$ cat src/rtl/fp32_pkg.sv
// rtl/fp32_pkg.sv - shared fp32 field layout, constants and FSM state encoding
package fp32_pkg;
  localparam int SIGN_BIT   = 31;
  localparam int EXP_MSB    = 30;
  localparam int EXP_LSB    = 23;
  localparam int EXP_W      = 8;
  localparam int MANT_W     = 23;
  localparam int MAG_W      = MANT_W + 1;
  localparam int EXP_BIAS   = 127;
  localparam int MAX_RSHIFT = 25;

  localparam logic [EXP_W-1:0] EXP_MAX = 8'hFF;
  localparam logic [31:0] SAT_POS = 32'h7FFF_FFFF;
  localparam logic [31:0] SAT_NEG = 32'h8000_0000;

  localparam logic [2:0] S_IDLE   = 3'd0;
  localparam logic [2:0] S_UNPACK = 3'd1;
  localparam logic [2:0] S_SHIFT  = 3'd2;
  localparam logic [2:0] S_ROUND  = 3'd3;
  localparam logic [2:0] S_SIGN   = 3'd4;
  localparam logic [2:0] S_DONE   = 3'd5;

  typedef enum logic [2:0] {
    ST_IDLE   = S_IDLE,
    ST_UNPACK = S_UNPACK,
    ST_SHIFT  = S_SHIFT,
    ST_ROUND  = S_ROUND,
    ST_SIGN   = S_SIGN,
    ST_DONE   = S_DONE
  } state_t;
endpackage

$ cat src/rtl/fp32_unpack.sv
// rtl/fp32_unpack.sv - classify an fp32 operand and derive shift direction/count
module fp32_unpack
  import fp32_pkg::*;
#(
  parameter int FRAC_BITS = 0
) (
  input  logic [31:0]      x,
  output logic             is_zero,
  output logic             is_nan,
  output logic             is_inf,
  output logic             is_ovf,
  output logic             is_min,
  output logic             shl,
  output logic [4:0]       n,
  output logic [MAG_W-1:0] mag
);
  logic [EXP_W-1:0]  exp_f;
  logic [MANT_W-1:0] mant;
  logic signed [9:0] e_unb;
  logic signed [9:0] sh;
  logic signed [9:0] neg_sh;

  assign exp_f  = x[EXP_MSB:EXP_LSB];
  assign mant   = x[MANT_W-1:0];
  // e_unb is the bit position of the hidden one in the fixed-point result
  assign e_unb  = signed'(10'(exp_f) + 10'(FRAC_BITS) - 10'(EXP_BIAS));
  assign sh     = e_unb - signed'(10'(MANT_W));
  assign neg_sh = -sh;

  assign is_zero = (exp_f == '0);
  assign is_nan  = (exp_f == EXP_MAX) && (mant != '0);
  assign is_inf  = (exp_f == EXP_MAX) && (mant == '0);
  assign is_ovf  = (e_unb >= 10'sd31);
  assign is_min  = x[SIGN_BIT] && (e_unb == 10'sd31) && (mant == '0);
  assign shl     = !sh[9];
  assign mag     = {1'b1, mant};

  // Right shifts past the hidden bit plus one all round to zero
  assign n = sh[9] ? ((neg_sh > signed'(10'(MAX_RSHIFT))) ? 5'(MAX_RSHIFT) : neg_sh[4:0])
                   : sh[4:0];
endmodule

$ cat src/rtl/fp32_to_fix_fsm.sv
// rtl/fp32_to_fix_fsm.sv - multi-cycle fp32 to signed fixed-point converter (RNE, saturating)
module fp32_to_fix_fsm
  import fp32_pkg::*;
#(
  parameter int FRAC_BITS = 0
) (
  input  logic        clk,
  input  logic        rst,
  input  logic [31:0] x,
  input  logic        err_i,
  input  logic        r_i,
  output logic [31:0] res,
  output logic        err,
  output logic        r_o
);
  state_t      state;
  logic [31:0] x_q;
  logic        err_i_q;
  logic [31:0] mag;
  logic        guard;
  logic        sticky;
  logic [4:0]  cnt;
  logic        left;
  logic        err_acc;
  logic        pend;

  logic             u_zero, u_nan, u_inf, u_ovf, u_min, u_shl;
  logic [4:0]       u_n;
  logic [MAG_W-1:0] u_mag;

  fp32_unpack #(.FRAC_BITS(FRAC_BITS)) u_unpack (
    .x       (x_q),
    .is_zero (u_zero),
    .is_nan  (u_nan),
    .is_inf  (u_inf),
    .is_ovf  (u_ovf),
    .is_min  (u_min),
    .shl     (u_shl),
    .n       (u_n),
    .mag     (u_mag)
  );

  always_ff @(posedge clk or posedge rst) begin
    if (rst) begin
      state   <= ST_IDLE;
      x_q     <= '0;
      err_i_q <= 1'b0;
      mag     <= '0;
      guard   <= 1'b0;
      sticky  <= 1'b0;
      cnt     <= '0;
      left    <= 1'b0;
      err_acc <= 1'b0;
      pend    <= 1'b0;
      res     <= '0;
      err     <= 1'b0;
      r_o     <= 1'b0;
    end else begin
      case (state)
        ST_IDLE: begin
          r_o <= 1'b0;
          if (r_i) begin
            x_q     <= x;
            err_i_q <= err_i;
            state   <= ST_UNPACK;
          end
        end
        ST_UNPACK: begin
          guard   <= 1'b0;
          sticky  <= 1'b0;
          err_acc <= err_i_q;
          cnt     <= u_n;
          left    <= u_shl;
          // Special cases park their final value in mag and finish through DONE
          if (u_nan) begin
            mag <= SAT_POS; err_acc <= 1'b1; pend <= 1'b1; state <= ST_DONE;
          end else if (u_inf || (u_ovf && !u_min)) begin
            mag <= x_q[SIGN_BIT] ? SAT_NEG : SAT_POS;
            err_acc <= 1'b1; pend <= 1'b1; state <= ST_DONE;
          end else if (u_min) begin
            mag <= SAT_NEG; pend <= 1'b1; state <= ST_DONE;
          end else if (u_zero) begin
            mag <= '0; pend <= 1'b1; state <= ST_DONE;
          end else begin
            mag   <= {8'b0, u_mag};
            state <= (u_n == '0) ? ST_ROUND : ST_SHIFT;
          end
        end
        ST_SHIFT: begin
          if (left) begin
            mag <= {mag[30:0], 1'b0};
          end else begin
            sticky <= sticky | guard;
            guard  <= mag[0];
            mag    <= {1'b0, mag[31:1]};
          end
          cnt <= cnt - 5'd1;
          if (cnt == 5'd1) state <= ST_ROUND;
        end
        ST_ROUND: begin
          if (guard && (sticky || mag[0])) mag <= mag + 32'd1;
          state <= ST_SIGN;
        end
        ST_SIGN: begin
          res   <= x_q[SIGN_BIT] ? (~mag + 32'd1) : mag;
          err   <= err_acc;
          r_o   <= 1'b1;
          state <= ST_DONE;
        end
        ST_DONE: begin
          if (pend) begin
            res  <= mag;
            err  <= err_acc;
            r_o  <= 1'b1;
            pend <= 1'b0;
          end else begin
            r_o   <= 1'b0;
            state <= ST_IDLE;
          end
        end
        default: state <= ST_IDLE;
      endcase
    end
  end
endmodule
$ cat config.mk
export PLATFORM = sky130hd
export DESIGN_NAME = fp32_to_fix_fsm
export DESIGN_NICKNAME = d
export VERILOG_FILES = /design/src/rtl/fp32_pkg.sv /design/src/rtl/fp32_unpack.sv /design/src/rtl/fp32_to_fix_fsm.sv
export SDC_FILE = /design/constraint.sdc
export NUM_CORES = 1
export LEC_CHECK = 0
export CAP_MARGIN = 10
export CORE_MARGIN = 5
export CORE_UTILIZATION = 49
export CTS_BUF_LIST = sky130_fd_sc_hd__clkbuf_4
export CTS_CLUSTER_SIZE = 24
export DETAILED_ROUTE_END_ITERATION = 10
export PLACE_DENSITY = 0.79
export SYNTH_ARGS = -nofsm -noshare
export SYNTH_HDL_FRONTEND = slang
export SYNTH_HIERARCHICAL = 1
export SYNTH_SLANG_ARGS = --single-unit
$ cat constraint.sdc
create_clock -name clk -period 6.6 [get_ports clk]
set_clock_uncertainty 0.1 [all_clocks]
set_input_delay 0.99 -clock clk [delete_from_list [all_inputs] [get_ports clk]]
set_output_delay 0.99 -clock clk [all_outputs]
set_load 0.05 [all_outputs]
==> metrics.txt, run 1 <==
gr ovfl total=0; commonest non-fill, non-tap cell in the layout=dfrtp_1; Post-Synthesis Cells=856; final WL=18790 um; WL/cell=18.05 um; GR Util All Layers=0.2112; DR WL met3=1767 um; sum of routed wire segments on met1=8674 um; Top Layer Used=met4; Synth Flop Type=dfrtp_1; Mapped Nets=901; CTS Sinks=112; pin count of the biggest net entering global routing=68; Internal=2.409 mW; Netlist cell types=82; RSZ-0062 raised after global routing=no; Die ar.=0.01810 sq mm; Fillers=1375; nets=892; critical path peak fanout=26; max_cap viols=0; CP max stage cell=nor2_2; Power, Total=4.872 mW; proportion of layout cells with a drive suffix above 1=0.1068; first-pass GRT wire length=31560 um; multi-input logic area=0.004248 sq mm; Peak VDD IR=0.3096 mV; area delta synth->final=8.757%; initial antenna violation count=1; EDFF count, synth=0; clk_lat worst skew=0.49 ns; Tmin final=4.256 ns; Syn Area/Cell=8.880 sq um; Initial Util=0.5000; most frequent cells in the layout=dfrtp_1 (112), nand2_1 (71), clkdlybuf4s50_1 (69); largest cells by area after synthesis=dfrtp_1 (37%), mux2_2 (6.1%), xnor2_1 (3.6%); CTS Hold Bufs=0; post-route ant nets=0; Synth Cell Area=0.007601 sq mm; Clock Tree Buf Depth=2; via count=6463; Clock power frac=0.078; status=complete, no violations; row count=45; Highest Clock Rate=0.2350 GHz; FFs w/ async S/R, synth=1.000; DP HPWL=13300 um; flop-to-flop setup slack=2.34 ns; Resized Gates After CTS=0; GP Congestion=0.9165; Reg clk slew, reported paths=0.16 ns; CTS tree=done; sw frac=0.5055; slew margin rel.=0.2961; Max Slew Vio Count=0; H-Tree Depth=3; CP cell instances=ha_1 > nand4_1 > mux2i_1 > a31o_2 > nor4bb_1 > nor2b_1 > o311a_1 > nor2_2 > o311ai_0 > o21a_1; Final Hold Fails=0; endpoint class of the critical path=register; Buf/Inv on CP=0; Worst path max stage delay=0.82 ns; Reg area=0.002803 sq mm; Required @ worst endpoint=6.89 ns; Critical Path AT=4.55 ns; combinational share of power=0.598; switching power=2.463 mW; post-synth top area share=0.3687; Via density=6.208; Initial DRC Count=662; root buffer cell=clkbuf_4; Port Buffers=69; CP Launch Type=register; CTS buffer count=9; DRT Pass-1 Iters=5; Boundary Pins=70; vias in the first global route=5998; Die Y=134.6 um; setup TNS=0 ns; Pleak=3.278 nW; chip width=134.6 um; Final Setup Violations=0; Synth Warn #=6; Tightest Pin Transition=1.055 ns; final worst-path cycle share=0.6448; core box area=0.01520 sq mm; Cell Pwr Density=589.3 mW/mm^2; sequential share of power=0.325; DRC=0; area leader, netlist=dfrtp_1; Routed met2 length=8051 um; Setup Fix Bufs, Post-CTS=0; Hold WC Path Type=reg -> reg; sequential area share after synthesis=0.3687; FF+latch count, synth=112; CP top delay family=simple AND/OR/NAND/NOR gates; critical path type=reg -> reg
area by class of cell:
| class | instances | share of cell area |
|---|---|---|
| Multi-Input combinational cell | 627 | 0.5138 |
| Sequential cell | 112 | 0.3390 |
| Timing Repair Buffer | 76 | 0.08990 |
| Tap cell | 188 | 0.02845 |
| Clock inverter | 7 | 0.01044 |
| Inverter | 21 | 0.009838 |
| Clock buffer | 9 | 0.008173 |
| Antenna cell | 1 | 0.0003027 |
path summary, 6_finish.rpt:
check,from,cells past startpoint,endpoint
max,x_q[25]$_DFFE_PP0P_,10,mag[6]$_DFFE_PP0P_
min,res[11]$_DFFE_PP0P_,2,res[11]$_DFFE_PP0P_
max reg2reg,x_q[25]$_DFFE_PP0P_,10,mag[6]$_DFFE_PP0P_
min reg2reg,res[11]$_DFFE_PP0P_,2,res[11]$_DFFE_PP0P_
max in group asynchronous,rst,3,x_q[19]$_DFFE_PP0P_
min in group asynchronous,rst,2,mag[29]$_DFFE_PP0P_
sequential cells by signal, indices dropped and copies added (netlist names):
| name | count |
|---|---|
| guard | 1 |
| state | 3 |
| res | 32 |
| pend | 1 |
| sticky | 1 |
| err | 1 |
| x_q | 32 |
| left | 1 |
| r_o | 1 |
| err_i_q | 1 |
| cnt | 5 |
| err_acc | 1 |
| mag | 32 |
power groups by stage:
stage	logic [mW]	clock network [mW]	registers (mW)
2_1_floorplan	2.29	0	1.56
3_3_place_gp	2.84	0	1.57
3_5_place_dp	2.89	0	1.58
4_1_cts	2.90	0.391	1.56
5_1_grt	3.18	0.423	1.64
6_report	2.91	0.378	1.58
per-stage QoR:
stage	area, sq um	setup slack (ns)	instances	hold slack [ns]	utilization
after floorplan	7601	2.551	856	0.3477	-
after global placement	8110	2.552	1024	0.3605	0.5335
after detailed placement	8110	2.422	1024	0.3698	0.5335
after CTS	8264	2.420	1040	0.3936	0.5436
after global routing	8267	2.056	1041	0.4343	0.5438
final	8267	2.344	1041	0.3960	0.5438
worst min-delay path, delay by kind of cell (launching register included):
family / cells / cell delay (ns)
AO/OA/AOI/OAI: 1 / 0.06
AND/OR/NAND/NOR: 1 / 0.04
flip-flops: 1 / 0.37
layer usage:
metal	vias up	global-route usage
met2	312	0.3098
met5	-	0
met4	0	0.06278
met3	24	0.04583
li1	3111	-
met1	3016	0.3133
Yosys cell counts (all sizes together), types with 12 or more instances:
master	instances
nor2	69
inv	21
mux2i	23
xnor2	31
nor3	21
a31oi	35
o21ai	52
mux2	41
nor4	16
nand3	18
a21oi	50
dfrtp	112
clkbuf	51
nand4	12
nand2	71
and3	12
buf	45
cells by family (layout without fill, tap and decap cells):
group | Yosys count | in the layout | share of synthesized area
and+or+nand+nor | 270 | 270 | 0.1809
xor gates and xnor gates | 41 | 41 | 0.05152
AOI/OAI and AO/OA | 242 | 242 | 0.2171
other | 1 | 2 | 0.0004934
adders and majority gates | 9 | 9 | 0.01482
muxes | 64 | 64 | 0.09103
DFF | 112 | 112 | 0.3687
buffers and inverters | 117 | 113 | 0.07539
(Power assumes the default switching activity.)
==> run 2, diff against run 1 <==
- PLACE_DENSITY: 0.79 -> 0.81
- clock period: 6.6 -> 3.7 ns (I/O delays scaled with it)
==> run 2 against run 1 <==
Net effect: setup slack got worse by 2.3 ns; clock-buffer cell count unchanged; die area is the same; sequential share of layout area is 2.0 points lower; wire length grew 4.5%; non-clock buffer count increased by 38; hold slack barely moved; sequential power up 77%; utilization is 3.4 points higher; maximum frequency up 16%; critical path depth up 6; largest power group unchanged.
==> metrics.txt, run 2 (same netlist as run 1, synthesis figures left out) <==
Peak VDD IR=0.5896 mV; nets=930; proportion of layout cells with a drive suffix above 1=0.1663; final core utilization=0.5775; Tightest Pin Transition=0.9838 ns; CTS tree=done; Hold WC Path Type=reg -> reg; via count=6659; DRC=0; Reg clk slew, reported paths=0.17 ns; Final Setup Violations=0; Die ar.=0.01810 sq mm; slew margin rel.=0.3425; Max Slew Vio Count=0; DRT Pass-1 Iters=7; Highest Clock Rate=0.2715 GHz; clk_lat worst skew=0.51 ns; final WL=19640 um; vias in the first global route=6152; status=complete, no violations; Required @ worst endpoint=4.03 ns; placed insts=1050; row count=45; dpl ws=-0.06310 ns; CTS buffer count=9; critical path type=reg -> reg; Final Hold Fails=0; Ant. Diodes=0; GR Util All Layers=0.2133; root buffer cell=clkbuf_4; core box area=0.01520 sq mm; pin count of the biggest net entering global routing=68; WL/cell=18.21 um; Pleak=3.523 nW; CP Launch Type=register; post-route ant nets=0; initial antenna violation count=0; final setup margin=0.01730 ns; Boundary Pins=70; Tmin final=3.683 ns; RSZ-0062 raised after global routing=yes; chip width=134.6 um; Cell Pwr Density=1078 mW/mm^2; GP Congestion=0.9225; CTS Sinks=112; Clock Tree Buf Depth=2; Initial Util=0.5000; setup TNS=0 ns; DP HPWL=13790 um; most frequent cells in the layout=dfrtp_1 (112), nor2_1 (69), clkdlybuf4s50_1 (69); final instance area=0.008780 sq mm; Initial DRC Count=699; Via density=6.177; biggest regs=mag x32, res x32, x_q x32; Port Buffers=69; commonest non-fill, non-tap cell in the layout=dfrtp_1; placed instance area=0.008327 sq mm; endpoint class of the critical path=register; hold slack=0.3961 ns; H-Tree Depth=3; Die Y=134.6 um; critical path peak fanout=4; gr ovfl total=0; max_cap viols=0; first-pass GRT wire length=31710 um; Critical Path AT=4.02 ns; area delta synth->final=15.51%; Power, Total=9.461 mW; non-filler cells, final=1078; final worst-path cycle share=0.9953
## run 2: layer usage
metal / part of all wire / up-vias / wire length (um) / track usage
met2: 0.45 / 300 / 8917 / 0.3257
li1: - / 3178 / - / -
met5: 0 / - / 0 / 0
met4: 0.011 / 0 / 224 / 0.05317
met1: 0.45 / 3159 / 8773 / 0.3073
met3: 0.088 / 22 / 1720 / 0.04955
## run 2: power breakdown
group	leakage, nW	switching, mW	total, mW	internal, mW
logic	2.09	3.29	5.96	2.67
clock network	0.0815	0.424	0.699	0.275
registers	1.35	0.968	2.80	1.83
total	3.52	4.68	9.46	4.78
## run 2: path summary, 6_finish.rpt
| path | from | to | slack (ns) | cells past startpoint |
|---|---|---|---|---|
| worst min-delay path | cnt[3]$_DFFE_PP0P_ | cnt[3]$_DFFE_PP0P_ | 0.40 | 1 |
| min in group asynchronous | rst | mag[28]$_DFFE_PP0P_ | 0.41 | 2 |
| worst max-delay path | x_q[24]$_DFFE_PP0P_ | state[0]$_DFFE_PP0P_ | 0.02 | 16 |
| worst min register to register | cnt[3]$_DFFE_PP0P_ | cnt[3]$_DFFE_PP0P_ | 0.40 | 1 |
| max in group asynchronous | rst | mag[19]$_DFFE_PP0P_ | 2.33 | 3 |
| worst max register to register | x_q[24]$_DFFE_PP0P_ | state[0]$_DFFE_PP0P_ | 0.02 | 16 |
## run 2: timing repair
item	CTS	global route
resized for setup	9	30
cloned	0	1
hold buffers	0	0
setup buffers	2	9
endpoints found under the setup margin	1	19
pin swaps	5	16
## run 2: cell type report
class	count	area (sq um)
Tap cell	188	235.2
Clock buffer	9	67.56
Timing Repair Buffer	114	1079
Clock inverter	7	95.09
Inverter	21	81.33
Sequential cell	112	2803
Fill cell	1340	6422
Multi-Input combinational cell	627	4419
## run 2: critical path, cell delays in order, from the launching register on
cell and delay [ns]:
dfrtp_1 0.45, buf_6 0.15, ha_4 0.15, a21boi_1 0.10, buf_4 0.16, a221o_1 0.30
a22o_1 0.21, or3_1 0.43, a21oi_1 0.22, nand4_1 0.19, buf_4 0.18, nor3_1 0.14
a311oi_1 0.09, or4_1 0.41, o21ai_1 0.15, a21oi_1 0.08, o22ai_1 0.12
